[config.mk]
export PLATFORM = sky130hd
export DESIGN_NAME = rx_byte_fifo
export DESIGN_NICKNAME = d
export VERILOG_FILES = /design/src/rtl/rx_byte_fifo.sv
export SDC_FILE = /design/constraint.sdc
export NUM_CORES = 1
export LEC_CHECK = 0
export BUFFER_PORTS_ARGS = -buffer_cell sky130_fd_sc_hd__buf_2
export CAP_MARGIN = 25
export CELL_PAD_IN_SITES_DETAIL_PLACEMENT = 1
export CELL_PAD_IN_SITES_GLOBAL_PLACEMENT = 1
export CORE_UTILIZATION = 44
export DETAILED_ROUTE_END_ITERATION = 6
export GPL_ROUTABILITY_DRIVEN = 0
export PLACE_DENSITY = 0.86
export SYNTH_ARGS = -nofsm -noshare
export SYNTH_HDL_FRONTEND = slang
export SYNTH_SLANG_ARGS = --single-unit
[constraint.sdc]
create_clock -name clk -period 2.4 [get_ports clk]
set_input_delay 0 -clock clk [delete_from_list [all_inputs] [get_ports clk]]
set_output_delay 0 -clock clk [all_outputs]
set_load 0.005 [all_outputs]
[src/rtl/rx_byte_fifo.sv]
// rx_byte_fifo: receive-side first-word-fall-through byte buffer behind the
// UART receiver. Frame-error bytes are counted and discarded. Good bytes that
// arrive while the buffer is full and no pop happens are dropped and raise a
// sticky overflow flag.
module rx_byte_fifo #(
    parameter int unsigned DEPTH = 8,
    parameter int unsigned AW    = 3
) (
    input  logic          clk,
    input  logic          n_rst,
    input  logic [7:0]    rx_data,
    input  logic          rx_valid,
    input  logic          rx_err,
    input  logic          rd,
    input  logic          clr_ovf,
    output logic [7:0]    rd_data,
    output logic          rd_valid,
    output logic          full,
    output logic [AW:0]   count,
    output logic          overflow,
    output logic [7:0]    err_cnt,
    output logic [15:0]   byte_cnt
);

    localparam logic [AW:0]   LP_FULL    = (AW + 1)'(DEPTH);
    localparam logic [AW:0]   LP_CNT_ONE = {{AW{1'b0}}, 1'b1};
    localparam logic [AW-1:0] LP_PTR_ONE = {{(AW - 1){1'b0}}, 1'b1};

    logic [7:0]    r_mem [DEPTH];
    logic [AW-1:0] r_wp;
    logic [AW-1:0] r_rp;
    logic [AW:0]   r_count;
    logic          r_overflow;
    logic [7:0]    r_err_cnt;
    logic [15:0]   r_byte_cnt;

    logic w_good;
    logic w_bad;
    logic w_full;
    logic w_empty;
    logic w_we;
    logic w_re;
    logic w_drop;

    // Accept/drop decisions; a pop on a full buffer frees the slot the
    // incoming byte needs, so a simultaneous write is still accepted.
    always_comb begin
        w_good  = rx_valid & ~rx_err;
        w_bad   = rx_valid & rx_err;
        w_full  = (r_count == LP_FULL);
        w_empty = (r_count == '0);
        w_re    = rd & ~w_empty;
        w_we    = w_good & (~w_full | rd);
        w_drop  = w_good & w_full & ~rd;
    end

    // Storage array and the two wrapping pointers.
    always_ff @(posedge clk or negedge n_rst) begin
        if (!n_rst) begin
            r_mem <= '{default: '0};
            r_wp  <= '0;
            r_rp  <= '0;
        end else begin
            if (w_we) begin
                r_mem[r_wp] <= rx_data;
                r_wp        <= r_wp + LP_PTR_ONE;
            end
            if (w_re) begin
                r_rp <= r_rp + LP_PTR_ONE;
            end
        end
    end

    // Occupancy: moves only when exactly one of write/read is accepted.
    always_ff @(posedge clk or negedge n_rst) begin
        if (!n_rst) begin
            r_count <= '0;
        end else begin
            case ({w_we, w_re})
                2'b10:   r_count <= r_count + LP_CNT_ONE;
                2'b01:   r_count <= r_count - LP_CNT_ONE;
                default: r_count <= r_count;
            endcase
        end
    end

    // Sticky overflow (set beats clear), saturating error and wrapping byte counters.
    always_ff @(posedge clk or negedge n_rst) begin
        if (!n_rst) begin
            r_overflow <= 1'b0;
            r_err_cnt  <= '0;
            r_byte_cnt <= '0;
        end else begin
            if (w_drop) begin
                r_overflow <= 1'b1;
            end else if (clr_ovf) begin
                r_overflow <= 1'b0;
            end
            if (w_bad && (r_err_cnt != 8'hFF)) begin
                r_err_cnt <= r_err_cnt + 8'd1;
            end
            if (w_we) begin
                r_byte_cnt <= r_byte_cnt + 16'd1;
            end
        end
    end

    // Outputs come from registered state only.
    always_comb begin
        rd_data  = r_mem[r_rp];
        rd_valid = ~w_empty;
        full     = w_full;
        count    = r_count;
        overflow = r_overflow;
        err_cnt  = r_err_cnt;
        byte_cnt = r_byte_cnt;
    end

endmodule

---- Yosys cells after proc, flatten, opt, wreduce, memory -nomap -nowiden ----
Index checks and enable logic that the tools add are counted.
Widths: inputs -> output; s select.
storage, ports and cells
  logic and storage cells ................. 54
  output and inout bits ................... 39
  register bits after elaboration ......... 99
  bits of input ports ..................... 14
operators by class
  reductions and logical operators ........ 5
  equal/unequal tests ..................... 4
  bitwise operators ....................... 13
  mux-type cells .......................... 9
  add/subtract/negate cells ............... 6
  $lt $le $gt $ge ......................... 3
operators with widths
  kind                   count
  $bwmux 64              1
  $bmux 8 s3             1
  $demux 8 s3            1
  $mux 8                 3
  $add 16x1->16 const B  1
  $add 8x1->8 const B    1
  $ge 4x4->1 const B     2
  $ne 8x8->1 const B     1
  $not 3->4              2
  $pmux 4 s2             1
  $add 3x1->3 const B    2
  $and 1x1->1            6
  $add 4x1->4 const B    1
  $eq 4x4->1 const B     1
  $logic_not 4->1        1
  $lt 4x1->1 const B     1
  $not 1->1              4
  $reduce_bool 2->1      2
  $sub 4x1->4 const B    1
  $eq 2x1->1 const B     1
  $eq 2x2->1 const B     1
  $logic_and 1x1->1      2
  $mux 1                 2
  $or 1x1->1             1

---- Depth between registers and ports, before layout ----
Gate-level depths: netlist (run 1).
  word-level depth ........................ 6
  gate-level depth with buffers ........... 13
  gate-level depth less buffers ........... 12

---- Worst setup path before layout (run 1) ----
OpenSTA, ideal clock, no wires.
  kind .................................... register to register
  start point ............................. register r_count[1] (netlist: count[1])
  end point ............................... register r_count[2] (netlist: count[2])
  slack ................................... 68 ps
  buffers on the path ..................... 1
  data required time ...................... 2273 ps
  clock period less this slack ............ 2332 ps
  stages on the path, launching flop included .. 14
  arrival time ............................ 2205 ps
  setup time .............................. 127 ps
  cell sequence ........................... dfrtp_1 -> nor3_1 -> nand2_2 -> inv_2 -> a21oi_4 -> inv_2 -> buf_6 -> ha_1 -> xor2_1 -> ha_1 -> a21oi_1 -> xor2_1 -> nor2_1 -> xor2_1
on the way
  longest elaborated chain between the ends .. 6
  elaborated cells on any way between the ends .. 13
ends and longest elaborated chain
  item                                             RTL line  text
  start, declared                                  32        logic [AW:0] r_count;
  start signal, assigned                           80        2'b10: r_count <= r_count + LP_CNT_ONE;
  start signal, assigned                           81        2'b01: r_count <= r_count - LP_CNT_ONE;
  start signal, assigned                           82        default: r_count <= r_count;
  $eq 4x4->1 (*)                                   50        w_full = (r_count == LP_FULL);
  via full                                         18        output logic full,
  $not 1->1 (*)                                    53        w_we = w_good & (~w_full | rd);
  $or 1x1->1 (*)                                   53
  $and 1x1->1 (*)                                  53
  $eq 2x1->1 or $eq 2x2->1 (tied branches)         79        case ({w_we, w_re})
  $pmux 4 s2 or $reduce_bool 2->1 (tied branches)  n/a
Mark *: on every way through the listed nets, which the timed path passes. The rest lies on a longest branch.
A chain may end at the register's enable or synchronous reset.

---- Worst setup path after layout (run 1) ----
  start point ............................. register r_count[1] (netlist: count[1])
  end point ............................... register r_count[3] (netlist: count[3])
on the way
  elaborated cells on any way between the ends .. 13
RTL lines
  item                                             RTL line  text
  $logic_not 4->1 (*)                              51        w_empty = (r_count == '0);
  $not 1->1 (*)                                    52        w_re = rd & ~w_empty;
  $and 1x1->1 (*)                                  52
  via w_re                                         42        logic w_re;
  $eq 2x1->1 or $eq 2x2->1 (tied branches)         79
  $pmux 4 s2 or $reduce_bool 2->1 (tied branches)  n/a
Marks and branches as above.

==> out/metrics.cfg, run 1 <==
[status]
status = complete, no violations

[clock_tree]
clock_latency_ns = 0.37
cts-root-buf = clkbuf_8
cts.sinks = 99
cts_buffer_depth = 2
htreeDepth = 3
clk_pin_slew_ns = 0.09
cts_tree = yes
cts_buffers = 9

[drt]
dr.pass1.iters = 4
vias = 2926
drtIter0Drc = 158
drc = 0
vias_per_cell = 5.459
routed_wl_mm = 11.19
ant_nets = 0
wl_per_cell_um = 20.88

[global_routing]
grt_max_degree = 54
track_usage_pct = 22.39
grt_pass1_wl_mm = 18.19
grt_pass1_vias = 3289
antenna_found_initial = 0
grt-ovfl-total = 0

[power_and_ir_drop]
swShare_pct = 33.71
pwr-share-seq_pct = 46.3
leakagePower_nw = 2.446
p_per_area_mw_per_mm2 = 1226
clock_power_share_pct = 16.2
p_sw_mw = 2.238
ir_worst_vdd_v = 0.0004546
power_frac_comb_pct = 37.6
total_power_mw = 6.638
cellInternalPower_mw = 4.400

[synthesis]
synth_ff_type = dfrtp_1
yosysTopAreaCell = dfrtp_1
syn-cell-area_mm2 = 0.004573
synth_area_leaders = dfrtp_1 54%, mux2_2 18%, mux4_2 7.9%
syn_nets = 337
syn_inst = 316
synth-seq-cells = 99
yosys.cell_count.top_type = dfrtp_1
syn_avg_cell_area_um2 = 14.47
ys_top_cells_by_count = 99 x dfrtp_1, 75 x mux2_2, 20 x xnor2_1
netlist.area_leader.share_pct = 54.17
ys_warn_count = 0
synth_cell_type_count = 34
ys_seq_area_share_pct = 54.17
synth_edf_count = 0
async_flop_share_pct = 100.0

[place]
post_dp_cell_area_mm2 = 0.005086
io_buffers = 52
pre_cts_ws_ns = 0.07496
dp_hpwl_mm = 7.365

[layout]
nets = 419
synthToLayoutAreaGrowth_pct = 18.44
antenna_cells = 0
finalInstanceArea_mm2 = 0.005416
drive_gt1_share_pct = 45.66
num-fill-cells = 1009

[worst_setup_path]
cp.arrival_ns = 2.52
r2r_end = count[3]
ff2ff_path_depth = 9
regToRegSetupSlack_ns = 0.14
worstSetupEndpointType = register
crit_type = register to register
required_ns = 2.66
worstSetupStartpointType = register
regToRegStartpoint = count[1]
critPathMaxFanout = 5

[hold_path]
holdCritStartpoint = rx_err
hp-class = input port to register
min_to = err_cnt[3]
min_path_cells = 6

[die]
die_h_um = 104.0
ioPinCount = 53
rows = 36
dieArea_mm2 = 0.01081
core_area_mm2 = 0.009910
die_w_um = 104.0
initial_core_util_pct = 46.15

[sta]
tightestPinTransition_ns = 0.9043
period_share_pct = 94.31
relSlewSlack_pct = 39.72
rsz0062_at_grt = no
timing.final.ws_setup_ns = 0.1366
skew_ns = 0.008647
setup_viol = 0
hold_viol = 0
slew_viol_final = 0
setup_tns_ns = 0
min_period_ns = 2.263
clock.fmax_mhz = 441.8

[flow_run]
maxCapViolCount = 0

## critical path: stages, from the launching register on
cell       delay [ns]
dfrtp_1          0.43
nor3_4           0.23
nand2b_1         0.14
nand2_2          0.12
inv_1            0.07
ha_1             0.24
nand3b_1         0.19
a2111oi_0        0.45
nor3_1           0.15
xnor2_1          0.15
## cell type report
type                    instances  area (um2)  area share (%)
clock buffers                  12       135.1           2.495
clock inverters                 4       51.30          0.9471
inverters                       8       30.03          0.5544
multi-input cells             199        2033           37.54
flip-flops and latches         99        2477           45.74
well taps                     133       166.4           3.072
repair buffers                 81       523.0           9.656
## flip-flops by register name, summed over array words and instances, names as in the netlist
| signal | flops |
|---|---|
| count | 4 |
| overflow | 1 |
| r_rp | 3 |
| err_cnt | 8 |
| r_mem | 64 |
| byte_cnt | 16 |
| r_wp | 3 |
## power by group through the flow
stage	logic (mW)	clock network [mW]	registers (mW)
after CTS	2.53	1.09	3.06
after global placement	2.32	0	2.97
after detailed placement	2.49	0	3.07
after global routing	2.72	1.16	3.18
final	2.49	1.07	3.07
after floorplan	1.82	0	2.75
## layout by cell type (no fill, tap or decap), types with 3 or more instances in the layout
cell type      synthesis  final
dfrtp_1               99     99
dlygate4sd3_1          0     12
inv_1                  6      6
nand3_1                6      6
nand2b_1               3      3
xor2_1                11     11
nor3_1                 8      7
and3_1                 4      4
ha_1                   7      6
mux4_2                16     16
buf_2                  3     51
nor4_1                 3      3
nand2_1               18     17
xnor2_1               20     20
nor2_1                 4      4
buf_4                  0     17
mux2_2                75     75
clkbuf_8               0      9
nand4_1                8      8
clkbuf_1               2      3
## per-layer routing
layer / part of all wire (%) / wire length [um] / global-route usage, %
met5: 0 / 0 / 0
met2: 54 / 6074 / 38.95
met3: 2.8 / 309 / 4.511
met4: 1.2 / 131 / 6.837
met1: 42 / 4676 / 28.08
## what timing repair did
item | CTS | global route
pin swaps | 0 | 1
endpoints found under the hold margin | 117 | 0
setup buffers | 0 | 1
gates resized for setup | 1 | 3
hold buffers | 12 | 0
endpoints found under the setup margin | 2 | 17
## cell families (layout without fill, tap and decap cells)
kind of cell	Yosys count	in the layout	share of synthesized area, %
fa+ha+maj	7	7	1.915
buf+inv	18	105	1.724
xor+xnor	31	31	5.937
simple gates	64	64	8.728
mux	91	91	26.35
compound gates	6	6	1.177
flops	99	99	54.17
## per-stage QoR
step / hold WS [ns] / std cells / utilization, %
2_1_floorplan: -0.2956 / 316 / -
3_3_place_gp: 0.07369 / 507 / 51.33
3_5_place_dp: 0.08867 / 507 / 51.33
4_1_cts: 0.1344 / 535 / 54.47
5_1_grt: 0.1591 / 536 / 54.66
6_report: 0.1571 / 536 / 54.66
## how the worst max path moves through the flow
stage	from	endpoint	slack (ns)
after floorplan	count[1]	count[2]	0.07
after global placement	count[1]	count[2]	0.19
after detailed placement	count[1]	count[2]	0.07
after CTS	count[1]	count[2]	0.03
after global routing	count[1]	count[3]	0.04
final	count[1]	count[3]	0.14
(Power assumes the default switching activity.)
==> run 2, diff against run 1 <==
--- a/config.mk
+++ b/config.mk
@@ -12,6 +12,7 @@
 export CORE_UTILIZATION = 44
 export DETAILED_ROUTE_END_ITERATION = 6
 export GPL_ROUTABILITY_DRIVEN = 0
+export GPL_TIMING_DRIVEN = 0
 export PLACE_DENSITY = 0.86
 export SYNTH_ARGS = -nofsm -noshare
 export SYNTH_HDL_FRONTEND = slang
==> run 2 against run 1 <==
Total power grew 2.8%. Non-clock buffer count grew 1. Critical path depth is 2 higher. Final cell count rose by 0.19%. Clock power is essentially flat. Die area did not move. Clock-buffer cell count is the same. Register-to-register slack worse by 0.08 ns. Setup slack lost 0.083 ns.
==> out/metrics.cfg, run 2 (synthesis gave the netlist of run 1 again) <==
[status]
status = complete, no violations

[die]
ioPinCount = 53
rows = 36
core_area_mm2 = 0.009910
die_h_um = 104.0
initial_core_util_pct = 46.15
dieArea_mm2 = 0.01081
die_w_um = 104.0

[sta]
skew_ns = 0.006586
period_share_pct = 97.75
tightestPinTransition_ns = 0.8716
slew_viol_final = 0
clock.fmax_mhz = 426.3
min_period_ns = 2.346
setup_viol = 0
relSlewSlack_pct = 41.65
hold_viol = 0
timing.final.ws_setup_ns = 0.05404

[worst_setup_path]
r2r_end = count[2]
required_ns = 2.66
critPathMaxFanout = 5
worstSetupStartpointType = register
regToRegStartpoint = count[1]
worstSetupEndpointType = register
slowest_delay_ns = 0.46
cp.arrival_ns = 2.60
cpMostUsedCell = xor2_1
crit_end = count[2]
cp-startpoint = count[1]
critical_path.cell_chain = nor3_4 > nand2b_1 > nand2_1 > inv_1 > ha_4 > xor2_2 > ha_1 > a21oi_1 > xor2_1 > nor2_1 > xor2_1
path_buf_inv = 1
crit_type = register to register
ff2ff_path_depth = 11
critPathTopFamily = simple AND/OR/NAND/NOR gates
cp_slowest_cell = dfrtp_2
regToRegSetupSlack_ns = 0.05
path_depth = 11

[layout]
largest-register = r_mem
antenna_cells = 0
nets = 420
synthToLayoutAreaGrowth_pct = 19.78
drive_gt1_share_pct = 46.53
final_common_cell = dfrtp_1
fin_util_pct = 55.28
layout_common_cells = 96 x dfrtp_1, 75 x mux2_2, 53 x buf_2
finalNonFillerCells = 537
largest_reg_flops = 64

[clock_tree]
cts.sinks = 99
cts-root-buf = clkbuf_8
htreeDepth = 3
cts_buffer_depth = 2
cts_buffers = 9
cts_tree = yes
clk_pin_slew_ns = 0.10
clock_latency_ns = 0.37

[place]
io_buffers = 52
pre_cts_ws_ns = -0.2011
dp_hpwl_mm = 7.120
placed_cells = 502

[global_routing]
antenna_found_initial = 0
grt_pass1_wl_mm = 18.04
grt-ovfl-total = 0
track_usage_pct = 21.99
grt_pass1_vias = 3268
grt_max_degree = 67

[power_and_ir_drop]
power_frac_comb_pct = 41.1
p_per_area_mw_per_mm2 = 1246
clock_power_share_pct = 15.9
swShare_pct = 34.37
cellInternalPower_mw = 4.478
leakagePower_nw = 2.445
p_sw_mw = 2.345
pwr-share-seq_pct = 43.0
ir_worst_vdd_v = 0.0005770

[drt]
ant_nets = 0
drc = 0
routed_wl_mm = 11.97
vias_per_cell = 5.572
vias = 2992
dr.pass1.iters = 4
drtIter0Drc = 129
wl_per_cell_um = 22.28

[flow_run]
maxCapViolCount = 0

[hold_path]
hp-class = input port to register

==> run 2: per-stage QoR <==
step / instance area, um2 / power, mW / hold slack, ns / setup TNS [ns]
6_report: 5478 / 6.823 / 0.09172 / 0
5_1_grt: 5478 / 7.192 / 0.1239 / -0.09891
4_1_cts: 5376 / 6.663 / 0.09029 / 0
3_5_place_dp: 5030 / 5.501 / -0.01068 / -0.4139
3_3_place_gp: 5000 / 5.248 / 0.1929 / -0.08373
2_1_floorplan: 4573 / 4.575 / -0.2956 / 0
==> run 2: how the worst min path moves through the flow <==
stage	from	to	slack [ns]	cells after the start
floorplan	n_rst	byte_cnt[0]	-0.30	0
finish	rx_err	err_cnt[0]	0.09	4
global route	rx_err	err_cnt[0]	0.12	4
global placement	clr_ovf	overflow	0.19	2
CTS	rx_err	err_cnt[0]	0.09	4
detailed placement	n_rst	err_cnt[5]	-0.01	1
==> run 2: worst register-to-register path, cell delays in order, from the launching register on <==
cell	delay [ns]
dfrtp_2	0.46
nor3_4	0.22
nand2b_1	0.15
nand2_1	0.20
inv_1	0.14
ha_4	0.21
xor2_2	0.15
ha_1	0.17
a21oi_1	0.14
xor2_1	0.16
nor2_1	0.07
xor2_1	0.15
==> run 2: layer usage <==
| layer | GRT usage [%] | share of wire, % |
|---|---|---|
| met1 | 27.10 | 41 |
| met2 | 38.52 | 53 |
| met3 | 3.383 | 3.3 |
| met4 | 9.082 | 2.1 |
| met5 | 0 | 0 |
==> run 2: final cells by class <==
cell class              count  area, um2
flip-flops and latches     99       2481
clock inverters             4      50.05
plain buffers              10      65.06
repair buffers             72      462.9
clock buffers              12      145.1
multi-input cells         199       2074
well taps                 133      166.4
fillers                  1018       4432
inverters                   8      32.53
==> run 2: repair_timing <==
item | 4_1_cts | 5_1_grt
setup endpoints to repair | 11 | 33
pin swaps | 0 | 1
hold buffers | 12 | 0
resized for setup | 10 | 10
endpoints found under the hold margin | 100 | 0
setup buffers | 0 | 7
==> run 2: power by group through the flow <==
stage          Clock (mW)  Combinational (mW)  Sequential [mW]
4_1_cts              1.11                2.65             2.90
3_5_place_dp            0                2.59             2.92
5_1_grt              1.17                3.00             3.02
2_1_floorplan           0                1.82             2.75
6_report             1.09                2.80             2.93
3_3_place_gp            0                2.44             2.81
